### config.mk
export PLATFORM = sky130hd
export DESIGN_NAME = ar_issue
export DESIGN_NICKNAME = d
export VERILOG_FILES = /design/src/rtl/ar_issue.sv
export SDC_FILE = /design/constraint.sdc
export NUM_CORES = 1
export LEC_CHECK = 0
export CAP_MARGIN = 20
export CORE_ASPECT_RATIO = 0.7
export CORE_UTILIZATION = 35
export CTS_BUF_LIST = sky130_fd_sc_hd__clkbuf_16
export DETAILED_ROUTE_END_ITERATION = 7
export PLACE_DENSITY = 0.63
export SYNTH_ARGS = -nofsm -noshare
export SYNTH_HDL_FRONTEND = slang
export SYNTH_SLANG_ARGS = --single-unit
export TNS_END_PERCENT = 1
### constraint.sdc
create_clock -name clk -period 5.1 [get_ports clk]
set_clock_uncertainty 0.2 [all_clocks]
set_input_delay 1.02 -clock clk [delete_from_list [all_inputs] [get_ports clk]]
set_output_delay 1.02 -clock clk [all_outputs]
set_load 0.1 [all_outputs]
### src/rtl/ar_issue.sv
// AR issue stage: registers translated read requests, splits INCR bursts at 4 KB and paces AXI ARs with a credit counter.
// Optional statistics counters are enabled by defining AR_ISSUE_STATS_EN.
module ar_issue #(
    parameter int MAX_OUTSTANDING = 8
) (
    input  logic        clk,
    input  logic        reset_n,
    input  logic [79:0] ar,
    input  logic        ar_valid,
    output logic        ar_ready,
    output logic [3:0]  m_axi_arid,
    output logic [47:0] m_axi_araddr,
    output logic [7:0]  m_axi_arlen,
    output logic [2:0]  m_axi_arsize,
    output logic [1:0]  m_axi_arburst,
    output logic        m_axi_arvalid,
    input  logic        m_axi_arready,
    input  logic        m_axi_rvalid,
    input  logic        m_axi_rready,
    input  logic        m_axi_rlast,
    output logic [7:0]  outstanding,
    output logic        err_underflow
`ifdef AR_ISSUE_STATS_EN
    ,
    output logic [31:0] stat_issued,
    output logic [31:0] stat_split
`endif
);

    localparam logic [2:0] IDLE   = 3'd0;
    localparam logic [2:0] HOLD_A = 3'd1;
    localparam logic [2:0] SEND_A = 3'd2;
    localparam logic [2:0] HOLD_B = 3'd3;
    localparam logic [2:0] SEND_B = 3'd4;

    localparam logic [7:0] MAX_OUT = 8'(MAX_OUTSTANDING);

    logic [2:0]  state;
    logic        split_q;
    logic [47:0] addr_b_q;
    logic [7:0]  len_b_q;

    // Request word decode; the low four address bits are always zero.
    logic [3:0]  req_id;
    logic [47:0] req_addr;
    logic [7:0]  req_len;
    logic [2:0]  req_size;
    logic [1:0]  req_burst;
    logic        unused_rsv;

    assign req_id     = ar[3:0];
    assign req_addr   = {ar[47:4], 4'h0};
    assign req_len    = ar[55:48];
    assign req_size   = ar[58:56];
    assign req_burst  = ar[60:59];
    assign unused_rsv = ^ar[79:61];

    // Split decision: only INCR bursts with a legal beat size that overrun the current 4 KB page.
    logic [15:0] req_bytes;
    logic [12:0] req_room;
    logic [12:0] room_beats;
    logic        req_split;
    logic [7:0]  req_len_a;
    logic [47:0] req_addr_b;
    logic [7:0]  req_len_b;

    assign req_bytes  = ({8'd0, req_len} + 16'd1) << req_size;
    assign req_room   = 13'h1000 - {1'b0, req_addr[11:0]};
    assign room_beats = req_room >> req_size;
    assign req_split  = (req_burst == 2'b01) && (req_size <= 3'd4) &&
                        (req_bytes > {3'b000, req_room});
    assign req_len_a  = req_split ? 8'(room_beats - 13'd1) : req_len;
    assign req_addr_b = (req_addr | 48'h0000_0000_0FFF) + 48'd1;
    assign req_len_b  = req_len - req_len_a - 8'd1;

    logic credit_ok;
    logic ar_hs;
    logic r_done;
    logic accept;

    assign credit_ok     = (outstanding < MAX_OUT);
    assign ar_hs         = m_axi_arvalid & m_axi_arready;
    assign r_done        = m_axi_rvalid & m_axi_rready & m_axi_rlast;
    assign ar_ready      = reset_n & (state == IDLE);
    assign accept        = ar_valid & ar_ready;
    assign m_axi_arvalid = (state == SEND_A) || (state == SEND_B);

    // Control and AR payload registers; payload only changes while arvalid is low.
    always_ff @(posedge clk or negedge reset_n) begin
        if (!reset_n) begin
            // NOTE: sequential state is written with non-blocking assignments only, so every
            // register samples the pre-edge values regardless of statement order.
            state         <= IDLE;
            split_q       <= 1'b0;
            addr_b_q      <= '0;
            len_b_q       <= '0;
            m_axi_arid    <= '0;
            m_axi_araddr  <= '0;
            m_axi_arlen   <= '0;
            m_axi_arsize  <= '0;
            m_axi_arburst <= '0;
        end else begin
            case (state)
                IDLE: begin
                    if (accept) begin
                        m_axi_arid    <= req_id;
                        m_axi_araddr  <= req_addr;
                        m_axi_arlen   <= req_len_a;
                        m_axi_arsize  <= req_size;
                        m_axi_arburst <= req_burst;
                        split_q       <= req_split;
                        addr_b_q      <= req_addr_b;
                        len_b_q       <= req_len_b;
                        state         <= credit_ok ? SEND_A : HOLD_A;
                    end
                end
                HOLD_A: begin
                    if (credit_ok) state <= SEND_A;
                end
                SEND_A: begin
                    if (m_axi_arready) begin
                        if (split_q) begin
                            m_axi_araddr <= addr_b_q;
                            m_axi_arlen  <= len_b_q;
                            state        <= HOLD_B;
                        end else begin
                            state <= IDLE;
                        end
                    end
                end
                HOLD_B: begin
                    if (credit_ok) state <= SEND_B;
                end
                SEND_B: begin
                    if (m_axi_arready) state <= IDLE;
                end
                default: state <= IDLE;
            endcase
        end
    end

    // Credit counter: issue and completion in the same cycle cancel out.
    always_ff @(posedge clk or negedge reset_n) begin
        if (!reset_n) begin
            outstanding   <= '0;
            err_underflow <= 1'b0;
        end else begin
            if (r_done && (outstanding == 8'd0)) err_underflow <= 1'b1;
            if (ar_hs && !r_done) begin
                outstanding <= outstanding + 8'd1;
            end else if (r_done && !ar_hs && (outstanding != 8'd0)) begin
                outstanding <= outstanding - 8'd1;
            end
        end
    end

`ifdef AR_ISSUE_STATS_EN
    always_ff @(posedge clk or negedge reset_n) begin
        if (!reset_n) begin
            stat_issued <= '0;
            stat_split  <= '0;
        end else begin
            if (ar_hs) stat_issued <= stat_issued + 32'd1;
            if (accept && req_split) stat_split <= stat_split + 32'd1;
        end
    end
`endif

endmodule

==> flow_metrics.py, run 1 <==
metrics = {
    "status": {
        "outcome": "finished with violations",
        "violations": "setup timing",
    },
    "final_layout": {
        "fin_nets": 1241,
        "antennaDiodeCount": 0,
        "area_growth_pct": 46.3,
        "seqCellArea_um2": 2950,
        "final_core_util_pct": 52.6,
        "final_area_um2": 11000,
        "drive_above_1_share_pct": 21.7,
        "multi_input_area_um2": 4580,
        "n_fill_cell": 1936,
    },
    "timing": {
        "fin_hold_ws_ps": 259,
        "period_share_pct": 104,
        "grt_setup_unrepaired": "true",
        "slew_headroom_pct": 30.1,
        "worst_pin_slew_ps": 1050,
        "hold_viol_final": 0,
        "drv_slew": 0,
        "setup_violations": 3,
        "setup_tns_ps": -502,
        "layout_setup_ws_ps": -201,
        "fmaxAchievable_mhz": 189,
        "period_minus_slack_ps": 5300,
    },
    "setup_path": {
        "crit_arrival_ps": 5370,
        "endpoint_kind": "flip-flop",
        "r2r_start": "state[2]$_DFFE_PN0P_",
        "cp.required_ps": 5170,
        "cp_max_fo": 5,
        "reg2reg_to": "outstanding[7]$_DFFE_PN0P_",
        "r2r_slack_ps": 1810,
        "start_kind": "input port",
        "reg2reg_depth": 13,
        "worst-setup-path-type": "input port to flip-flop",
    },
    "min_path": {
        "hold_end": "err_underflow$_DFFE_PN0P_",
        "hp-class": "flip-flop to flip-flop",
        "hold_start": "err_underflow$_DFFE_PN0P_",
        "whs_path_depth": 1,
    },
    "grt": {
        "grt_max_degree": 59,
        "grt_pass1_wl_mm": 36.9,
        "grt_pass1_vias": 6918,
        "grt_antenna_before_repair": 0,
        "grtUsageTotal_pct": 21.2,
        "globalRouteOverflowTotal": 0,
    },
    "clock_network": {
        "holdBufCountCts": 0,
        "clk_latency_ps": 410,
        "cts_tree": "yes",
        "clockRootBuffer": "clkbuf_16",
        "htree_num_levels": 4,
        "clkSlewWorstSetupHoldPaths_ps": 60,
        "clockBufferDepth": 2,
        "cts_made_buffers": 17,
        "cts_num_sinks": 118,
    },
    "logic_synthesis": {
        "yosysMostFrequentCell": "nand2_1",
        "async_reset_ff_share_pct": 100,
        "synth_top_area_share_pct": 39.3,
        "synthDistinctLibCells": 71,
        "syn_area_um2": 7520,
        "ys_warn_count": 0,
        "synth-seq-cells": 118,
        "synth_cells": 889,
        "avgSynthCellArea_um2": 8.46,
        "yosysTopAreaCell": "dfrtp_1",
        "synth_top_cells_by_count": "nand2_1 (183), dfrtp_1 (118), o21ai_0 (116)",
        "synth_edf_count": 0,
        "synth.area.top_cells": "dfrtp_1 (39%), nand2_1 (9.1%), o21ai_0 (7.7%)",
        "yosys_most_used_dff": "dfrtp_1",
        "ys_seq_area_share_pct": 39.3,
    },
    "detailed_routing": {
        "routedWlPerCell_um": 16.0,
        "first_pass_iters": 5,
        "drt_iter0_markers": 457,
        "drc": 0,
        "viasPerCell": 5.10,
        "ant_nets": 0,
        "dr_total_vias": 7226,
        "drt-total-wl_mm": 22.6,
    },
    "floorplan": {
        "fp.dieArea_um2": 22100,
        "ioPinCount": 163,
        "core_um2": 20900,
        "num_rows": 44,
        "die_w_um": 177,
        "die_y_um": 125,
        "start_util_pct": 35.9,
    },
    "power_and_ir_drop": {
        "ir_drop_uv": 588,
        "pwr_density_cell_nw_per_um2": 619,
        "p_leak_nw": 4.78,
    },
    "placed_design": {
        "placed_area_um2": 9990,
        "place_congestion": 0.879,
        "dp_hpwl_mm": 16.2,
        "portBuffers": 139,
    },
    "job": {
        "cap_violations": 0,
    },
}
[repair_timing]
| item | in CTS | in global routing |
|---|---|---|
| setup buffers | 11 | 3 |
| setup endpoints to repair | 5 | 3 |
| pin swaps | 40 | 11 |
| resized for setup | 113 | 6 |
| gates cloned | 2 | 0 |
[layout by cell type (no fill, tap or decap), types with 8 or more instances in the layout]
cell type	instances
nand2_1	181
clkdlybuf4s50_1	122
buf_4	122
dfrtp_1	118
o21ai_0	108
mux2i_1	47
nor2_1	42
xnor2_1	35
a21oi_1	32
nand3_1	23
xor2_1	22
inv_1	21
ha_1	19
clkbuf_16	17
buf_6	12
nor3_1	9
nand4_1	8
o21ai_1	8
a21o_1	8
and3_1	8
[layer usage]
layer | GRT usage (%) | vias to the layer above | share of wire, %
li1 | - | 3552 | -
met4 | 4.72 | 0 | 0.67
met1 | 33.2 | 3456 | 53
met5 | 0 | - | 0
met3 | 4.18 | 18 | 5.6
met2 | 29.4 | 200 | 41
[per-stage QoR]
| stage | power, mW | std cells | worst slack, ps |
|---|---|---|---|
| final | 6.81 | 1416 | -201 |
| after global routing | 7.17 | 1416 | -376 |
| after CTS | 6.84 | 1413 | -72.8 |
| after detailed placement | 5.55 | 1368 | -1200 |
| after global placement | 5.50 | 1368 | -1100 |
| after floorplan | 4.52 | 892 | -673 |
[where the power goes]
group	internal [mW]	switching [mW]	leakage, nW
logic	1.05	2.88	3.02
registers	1.38	0.275	1.47
clock network	0.732	0.493	0.289
total	3.17	3.64	4.78
[cells by family (layout without fill, tap and decap cells)]
kind of cell	Yosys count	after routing	synth area share, %
xor+xnor	60	60	6.99
compound gates	220	220	17.6
other cells	1	4	0.0499
simple gates	327	327	19.9
buf+inv	83	331	4.38
flops	118	118	39.3
fa+ha+maj	27	27	4.69
mux	53	53	7.14
[flip-flops by register name (all words and copies together), names as in the netlist]
signal	count
m_axi_arid	4
err_underflow	1
m_axi_arburst	2
m_axi_arsize	3
addr_b_q	36
m_axi_arlen	8
outstanding	8
state	3
split_q	1
len_b_q	8
m_axi_araddr	44
[critical path, cell delays in order]
cell and delay (ps):
clkdlybuf4s15_2 200, buf_6 150, inv_6 70, nand4_1 110, a21oi_2 170, a31oi_2 70
mux2i_1 230, o22ai_1 140, ha_1 310, nor2b_2 150, o211ai_1 130, a211oi_2 220
o311ai_2 130, nor3_2 270, buf_4 200, mux2i_4 230, ha_1 250, a21o_1 170
a21o_1 170, a21o_1 150, inv_1 60, a21oi_1 60, or2_1 240, a31o_1 250
xnor2_2 130, o21ai_1 70
[area by class of cell]
class                      count  share of cell area [%]
inverter                      27                   0.967
timing repair buffer         272                    22.1
tap                          276                    3.14
sequential                   118                    26.8
multi-input combinational    691                    41.6
clock buffer                  17                    3.87
clock inverter                15                    1.51
[worst max path at each step]
| stage | startpoint | to | slack (ps) | cells past startpoint |
|---|---|---|---|---|
| 3_5_place_dp | ar[48] | len_b_q[7]$_DFFE_PN0P_ | -1200 | 29 |
| 3_3_place_gp | ar[51] | len_b_q[6]$_DFFE_PN0P_ | -1100 | 22 |
| 4_1_cts | ar[49] | len_b_q[7]$_DFFE_PN0P_ | -70 | 26 |
| 2_1_floorplan | ar[4] | len_b_q[7]$_DFFE_PN0P_ | -670 | 24 |
| 5_1_grt | ar[56] | len_b_q[7]$_DFFE_PN0P_ | -380 | 26 |
| 6_report | ar[56] | len_b_q[7]$_DFFE_PN0P_ | -200 | 26 |
(Power assumes the default switching activity.)
==> run 2: changes to the inputs <==
- SLEW_MARGIN: unset -> 5
==> results of run 2 <==
Final layout, timing and power as in run 1 (identical DEF).
